$ cat src/rtl/pc_pkg.sv
`default_nettype none
// +-----------------------------------------------------------------------+
// | Module   : pc_pkg                                                     |
// | Brief    : Shared constants for the PC sequencer and its RAS.         |
// | Revision : 1.0                                                        |
// +-----------------------------------------------------------------------+
package pc_pkg;

    typedef logic [1:0] state_t;

    localparam state_t c_ST_BOOT  = 2'd0;
    localparam state_t c_ST_FETCH = 2'd1;
    localparam state_t c_ST_HALT  = 2'd2;
    localparam state_t c_ST_TRAP  = 2'd3;

    localparam int unsigned c_PC_INC     = 4;
    localparam logic [1:0]  c_ALIGN_MASK = 2'b11;

    function automatic logic is_misaligned(input logic [1:0] addr_lsbs);
        return |(addr_lsbs & c_ALIGN_MASK);
    endfunction

endpackage
`default_nettype wire

$ cat src/rtl/pc_ras.sv
`default_nettype none
// +-----------------------------------------------------------------------+
// | Module   : pc_ras                                                     |
// | Brief    : Circular return-address stack; overwrites oldest when full.|
// | Revision : 1.0                                                        |
// +-----------------------------------------------------------------------+
module pc_ras
    import pc_pkg::*;
#(
    parameter int RAS_DEPTH = 4,
    parameter int DWIDTH    = 32
) (
    input  logic              clk,
    input  logic              rst,
    input  logic              i_push,
    input  logic              i_pop,
    input  logic [DWIDTH-1:0] i_push_data,
    output logic [DWIDTH-1:0] o_top,
    output logic              o_empty,
    output logic              o_full
);

    localparam int c_PTR_W = $clog2(RAS_DEPTH);
    localparam int c_CNT_W = c_PTR_W + 1;

    logic [DWIDTH-1:0]  r_mem [RAS_DEPTH];
    logic [c_PTR_W-1:0] r_wr_ptr;
    logic [c_CNT_W-1:0] r_count;

    logic [c_PTR_W-1:0] w_top_idx;
    logic               w_pop;

    assign w_top_idx = r_wr_ptr - c_PTR_W'(1);
    assign w_pop     = i_pop && !o_empty;
    assign o_top     = r_mem[w_top_idx];
    assign o_empty   = (r_count == '0);
    assign o_full    = (r_count == c_CNT_W'(RAS_DEPTH));

    // When full, r_wr_ptr already points at the oldest slot, so a plain push overwrites it.
    always_ff @(posedge clk) begin
        if (i_push) begin
            if (w_pop) begin
                r_mem[w_top_idx] <= i_push_data;
            end else begin
                r_mem[r_wr_ptr] <= i_push_data;
            end
        end
    end

    always_ff @(posedge clk or posedge rst) begin
        if (rst) begin
            r_wr_ptr <= '0;
            r_count  <= '0;
        end else if (i_push && !w_pop) begin
            r_wr_ptr <= r_wr_ptr + c_PTR_W'(1);
            if (!o_full) begin
                r_count <= r_count + c_CNT_W'(1);
            end
        end else if (w_pop && !i_push) begin
            r_wr_ptr <= w_top_idx;
            r_count  <= r_count - c_CNT_W'(1);
        end
    end

endmodule
`default_nettype wire

$ cat src/rtl/pc_sequencer.sv
`default_nettype none
// +-----------------------------------------------------------------------+
// | Module   : pc_sequencer                                               |
// | Brief    : Fetch PC generator with trap/mret, redirects and a RAS.    |
// | Revision : 1.0                                                        |
// +-----------------------------------------------------------------------+
module pc_sequencer
    import pc_pkg::*;
#(
    parameter int                DWIDTH       = 32,
    parameter logic [DWIDTH-1:0] RESET_VECTOR = '0,
    parameter logic [DWIDTH-1:0] TRAP_VECTOR  = 'h100,
    parameter int                RAS_DEPTH    = 4
) (
    input  logic              Clk_Core,
    input  logic              Rst_Core,
    input  logic              Run,
    input  logic              Fetch_Ready,
    input  logic              Redirect_Valid,
    input  logic [DWIDTH-1:0] Redirect_Target,
    input  logic              Call_Valid,
    input  logic              Ret_Predict,
    input  logic              Trap_Valid,
    input  logic              Mret_Valid,
    output logic [DWIDTH-1:0] Program_Count,
    output logic              Fetch_Valid,
    output logic [DWIDTH-1:0] Mepc,
    output logic              Misaligned,
    output logic              Ras_Empty,
    output logic              Ras_Full
);

    state_t            r_state;
    logic [DWIDTH-1:0] r_pc;
    logic [DWIDTH-1:0] r_mepc;
    logic              r_misaligned;

    logic [DWIDTH-1:0] w_pc_inc;
    logic [DWIDTH-1:0] w_ras_top;
    logic              w_active;
    logic              w_take_mret;
    logic              w_take_redir;
    logic              w_take_ret;
    logic              w_redir_bad;
    logic              w_push;
    logic              w_pop;

    assign w_pc_inc     = r_pc + DWIDTH'(c_PC_INC);
    assign w_active     = Run && (r_state == c_ST_FETCH);
    assign w_redir_bad  = is_misaligned(Redirect_Target[1:0]);
    assign w_take_mret  = !Trap_Valid && Mret_Valid;
    assign w_take_redir = !Trap_Valid && !Mret_Valid && Redirect_Valid;
    assign w_take_ret   = !Trap_Valid && !Mret_Valid && !Redirect_Valid &&
                          Ret_Predict && Fetch_Ready && !Ras_Empty;
    // A misaligned call behaves as a trap, so no return address is recorded.
    assign w_push       = w_active && w_take_redir && !w_redir_bad && Call_Valid;
    assign w_pop        = w_active && w_take_ret;

    assign Program_Count = r_pc;
    assign Mepc          = r_mepc;
    assign Misaligned    = r_misaligned;
    assign Fetch_Valid   = (r_state == c_ST_FETCH);

    pc_ras #(
        .RAS_DEPTH (RAS_DEPTH),
        .DWIDTH    (DWIDTH)
    ) u_ras (
        .clk         (Clk_Core),
        .rst         (Rst_Core),
        .i_push      (w_push),
        .i_pop       (w_pop),
        .i_push_data (w_pc_inc),
        .o_top       (w_ras_top),
        .o_empty     (Ras_Empty),
        .o_full      (Ras_Full)
    );

    always_ff @(posedge Clk_Core or posedge Rst_Core) begin
        if (Rst_Core) begin
            r_state      <= c_ST_BOOT;
            r_pc         <= RESET_VECTOR;
            r_mepc       <= '0;
            r_misaligned <= 1'b0;
        end else begin
            r_misaligned <= 1'b0;
            if (!Run) begin
                if (r_state == c_ST_FETCH) begin
                    r_state <= c_ST_HALT;
                end
            end else begin
                case (r_state)
                    c_ST_BOOT, c_ST_HALT, c_ST_TRAP: r_state <= c_ST_FETCH;
                    c_ST_FETCH: begin
                        if (Trap_Valid) begin
                            r_mepc  <= r_pc;
                            r_pc    <= TRAP_VECTOR;
                            r_state <= c_ST_TRAP;
                        end else if (w_take_mret) begin
                            r_pc <= r_mepc;
                        end else if (w_take_redir) begin
                            if (w_redir_bad) begin
                                r_misaligned <= 1'b1;
                                r_mepc       <= Redirect_Target;
                                r_pc         <= TRAP_VECTOR;
                                r_state      <= c_ST_TRAP;
                            end else begin
                                r_pc <= Redirect_Target;
                            end
                        end else if (w_take_ret) begin
                            r_pc <= w_ras_top;
                        end else if (Fetch_Ready) begin
                            r_pc <= w_pc_inc;
                        end
                    end
                    default: r_state <= c_ST_BOOT;
                endcase
            end
        end
    end

endmodule
`default_nettype wire
$ cat config.mk
export PLATFORM = sky130hd
export DESIGN_NAME = pc_sequencer
export DESIGN_NICKNAME = d
export VERILOG_FILES = /design/src/rtl/pc_pkg.sv /design/src/rtl/pc_ras.sv /design/src/rtl/pc_sequencer.sv
export SDC_FILE = /design/constraint.sdc
export NUM_CORES = 1
export LEC_CHECK = 0
export BUFFER_PORTS_ARGS = -buffer_cell sky130_fd_sc_hd__buf_4
export CAP_MARGIN = 20
export CORE_ASPECT_RATIO = 1.4
export CORE_UTILIZATION = 50
export CTS_CLUSTER_SIZE = 8
export DETAILED_ROUTE_END_ITERATION = 8
export GPL_TIMING_DRIVEN = 0
export PLACE_DENSITY = 0.68
export SLEW_MARGIN = 15
export SYNTH_ARGS = -nofsm -noshare
export SYNTH_HDL_FRONTEND = slang
export SYNTH_HIERARCHICAL = 1
export SYNTH_SLANG_ARGS = --single-unit
$ cat constraint.sdc
create_clock -name Clk_Core -period 8.5 [get_ports Clk_Core]
set_clock_uncertainty 0.1 [all_clocks]
set_input_delay 1.7 -clock Clk_Core [delete_from_list [all_inputs] [get_ports Clk_Core]]
set_output_delay 1.7 -clock Clk_Core [all_outputs]
set_load 0.01 [all_outputs]
==> impl_results.md <==
* Overflow left after global routing at 0
* Mapped Nets at roughly 840
* Vias at 7546
* Reg2reg end: u_ras/r_mem[1][8]
* # H-tree levels at 4
* Reg-to-Reg Start: u_ras/r_count[0]
* Slowest-stage cell, CP: nor2_4
* Ys flop type: edfxtp_1
* HP Class: register to register
* Crit path cell chain: buf_4, clkbuf_1, nor3_1, nand2_1, clkbuf_1, buf_1, nor2_1, nand2b_1, ha_1, inv_1, ha_1, nor2_4, buf_16
* Static leakage at 0.00451 uW
* First-pass DRT Iterations at 5
* Cells on Worst Hold Path at 1
* First-pass GRT wire length at 44.0 mm
* GPL Wtd Cong at ~0.85
* Pwr Density at 247 mW/mm2
* Pre-CTS setup slack at 2.22 ns
* Peak VDD IR at 0.000145 V
* Final setup margin at 2.56 ns
* RSZ-0062 raised after global routing: false
* Hold wc startpoint: u_ras/r_count[2]
* Delay of the slowest cell on the worst path at 0.71 ns
* Worst Setup Start Kind: input port
* Nets@finish at 977
* Worst-path clk slew at 0.08 ns
* I/O pin count at 109
* Async SR Flop Fraction at 36.0%
* CP max FO at 19
* Cts repair resizes at 0
* Sequential share of the synthesized area at 57.4%
* Initial core utilization at between 50% and 60%
* Warnings from Yosys at 6
* Endpoint class of the critical path: register
* Cts bufs inserted at 17
* Die height at 168 um
* Rows at 60
* Worst slew pin tran at 1.01 ns
* Final setup vio count at 0
* Worst path required time at ~8.6 ns
* Worst path bufs/invs at 6
* Setup TNS at 0 ns
* Critical Path AT at 5.99 ns
* Yosys cell types at 66
* DRC errors left at 0
* Mapped cell area at 0.00983 mm2
* Vias in the first global route at around 7400
* Core Region at 0.0192 mm2
* Largest net degree at the start of global routing at 40
* Class of the most critical setup path: input port to register
* CTS tree: done
* Post-synthesis register bit count at 200
* 1st-iter DRT viols at 768
* Diode count at 0
* Slew Limit Fails at 0
* Initial antenna violation count at 0
* Hpwl dp at 20.2 mm
* Die area at 0.0202 mm2
* # hold bufs at CTS at 0
* Max-cap viol count at 0
* Cell family with most CP delay: buffers and inverters
* Gate Count Post-Synth at a little under 800
* WL/cell at roughly 25 um
* Area Overhead vs Synth at 19.3%
* WL final at 29.2 mm
* Clock Tree Buf Depth at 2
* Final worst path period share at 69.8%
* Worst Reg-to-Reg Cells at 12
* Top cell type's share of synthesized area at 39.1%
* CTS Root Buffer Type: clkbuf_16
* Setup Buffers After CTS at 0
* Gr usage total at 29.8%
* Post-synth EDFFs at 128
* Vias/cell at 6.35
* Hold path endpoint: u_ras/r_count[2]
* Final hold violation count at 0
* Min Tclk post-route at 5.94 ns
* Sink Count at 200
* Synth area leaders: edfxtp_1 (39%), dfrtp_1 (18%), mux4_2 (6.4%), a21oi_1 (4.3%), mux2i_1 (3.9%)
* Status: finished, final reports clean
* I/O Buffers at 108
* Slew headroom at 32.5%
* Fmax at 0.168 GHz
* Fraction of layout cells with a size suffix above 1 at 22.6%
* Cell taking the most area after synthesis: edfxtp_1
* Worst-Skew Late Latency at 0.44 ns
* Worst hold slack at 0.420 ns
* Reg-to-reg slack, setup at 3.40 ns
* Avg Cell Area, Syn at roughly 12 um2
* Die width at about 120 um
* Routed Antenna Nets at 0
-- power by group --
part	total, uW	switching [uW]	internal, uW
logic	717	383	335
registers	1370	167	1200
clock network	815	415	400
-- layout by cell type, fill, tap and decap left out, types with 5 or more instances in the layout --
master / count
nand3_1: 17
mux4_2: 28
buf_4: 110
a211oi_1: 8
clkbuf_16: 17
xnor2_1: 24
nor3_1: 12
inv_1: 17
nor2b_1: 9
edfxtp_1: 128
a2bb2oi_1: 11
o21ai_0: 15
ha_1: 8
o21a_1: 5
nor2_1: 74
and4_1: 5
clkbuf_1: 31
a221o_1: 5
buf_2: 10
a31oi_1: 16
buf_1: 6
nand2_1: 55
inv_6: 5
nand4_1: 11
dfrtp_1: 72
a21oi_1: 84
xor2_1: 5
o31ai_1: 8
mux2i_1: 38
or3_1: 7
buf_12: 6
inv_8: 6
-- kinds of logic (layout without fill, tap and decap cells) --
| family | after synthesis | count (layout) | share of synthesized area, % |
|---|---|---|---|
| compound gates | 188 | 188 | 12.2 |
| xor+xnor | 29 | 29 | 2.58 |
| fa+ha+maj | 8 | 8 | 1.02 |
| buf+inv | 74 | 220 | 3.64 |
| flops | 200 | 200 | 57.4 |
| mux | 71 | 71 | 11.5 |
| simple gates | 225 | 225 | 11.7 |
-- registers in the layout (all words and copies together) (netlist names) --
name and flops:
r_state 2, u_ras/r_wr_ptr 2, u_ras/r_count 3, Misaligned 1, Mepc 32, u_ras/r_mem 128, Program_Count 32
-- per-layer routing --
metal / track usage, % / share of wire [%] / vias up
li1: - / - / 3284
met1: 38.8 / 39 / 3744
met2: 49.1 / 49 / 437
met3: 5.28 / 8.4 / 81
met4: 12.5 / 3.4 / 0
met5: 0 / 0 / -
-- how the worst max path moves through the flow --
| stage | startpoint | to | slack, ns | cells after the start |
|---|---|---|---|---|
| floorplan | Trap_Valid | u_ras/r_mem[0][0] | 2.99 | 12 |
| global placement | Mret_Valid | u_ras/r_mem[1][7] | 0.40 | 12 |
| detailed placement | Mret_Valid | u_ras/r_mem[1][2] | 2.22 | 13 |
| CTS | Mret_Valid | u_ras/r_mem[1][8] | 2.66 | 13 |
| global route | Mret_Valid | u_ras/r_mem[1][8] | 2.42 | 13 |
| finish | Mret_Valid | u_ras/r_mem[1][8] | 2.56 | 13 |
-- cell usage after synthesis, drive strengths merged (6+ instances only) --
cell type / n
mux2i: 38
o31ai: 8
buf: 22
a31oi: 16
xnor2: 24
edfxtp: 128
nand2: 55
clkbuf: 34
o21ai: 17
a2bb2oi: 11
dfrtp: 72
a211oi: 8
nor2b: 9
inv: 18
nor2: 78
nand3: 17
nand4: 13
nor3: 12
nor4: 6
a21oi: 84
ha: 8
mux4: 32
or3: 7
-- final cells by class --
| type | count | area (um2) |
|---|---|---|
| sequential | 200 | 5650 |
| buffer | 56 | 290 |
| tap | 248 | 310 |
| inverter | 18 | 70.1 |
| clock inverter | 15 | 169 |
| multi-input combinational | 521 | 3870 |
| clock buffer | 17 | 425 |
| fill | 1592 | 7480 |
| timing repair buffer | 114 | 953 |
-- per-stage QoR --
step           util [%]  cells  power [uW]  cell area [um2]
3_3_place_gp       57.0   1151        2080            11000
5_1_grt            61.1   1189        3020            11700
2_1_floorplan         -    795        1750             9830
3_5_place_dp       58.0   1157        2100            11100
6_report           61.1   1189        2900            11700
4_1_cts            61.1   1189        2900            11700
Power figures use the tool's default switching activity.
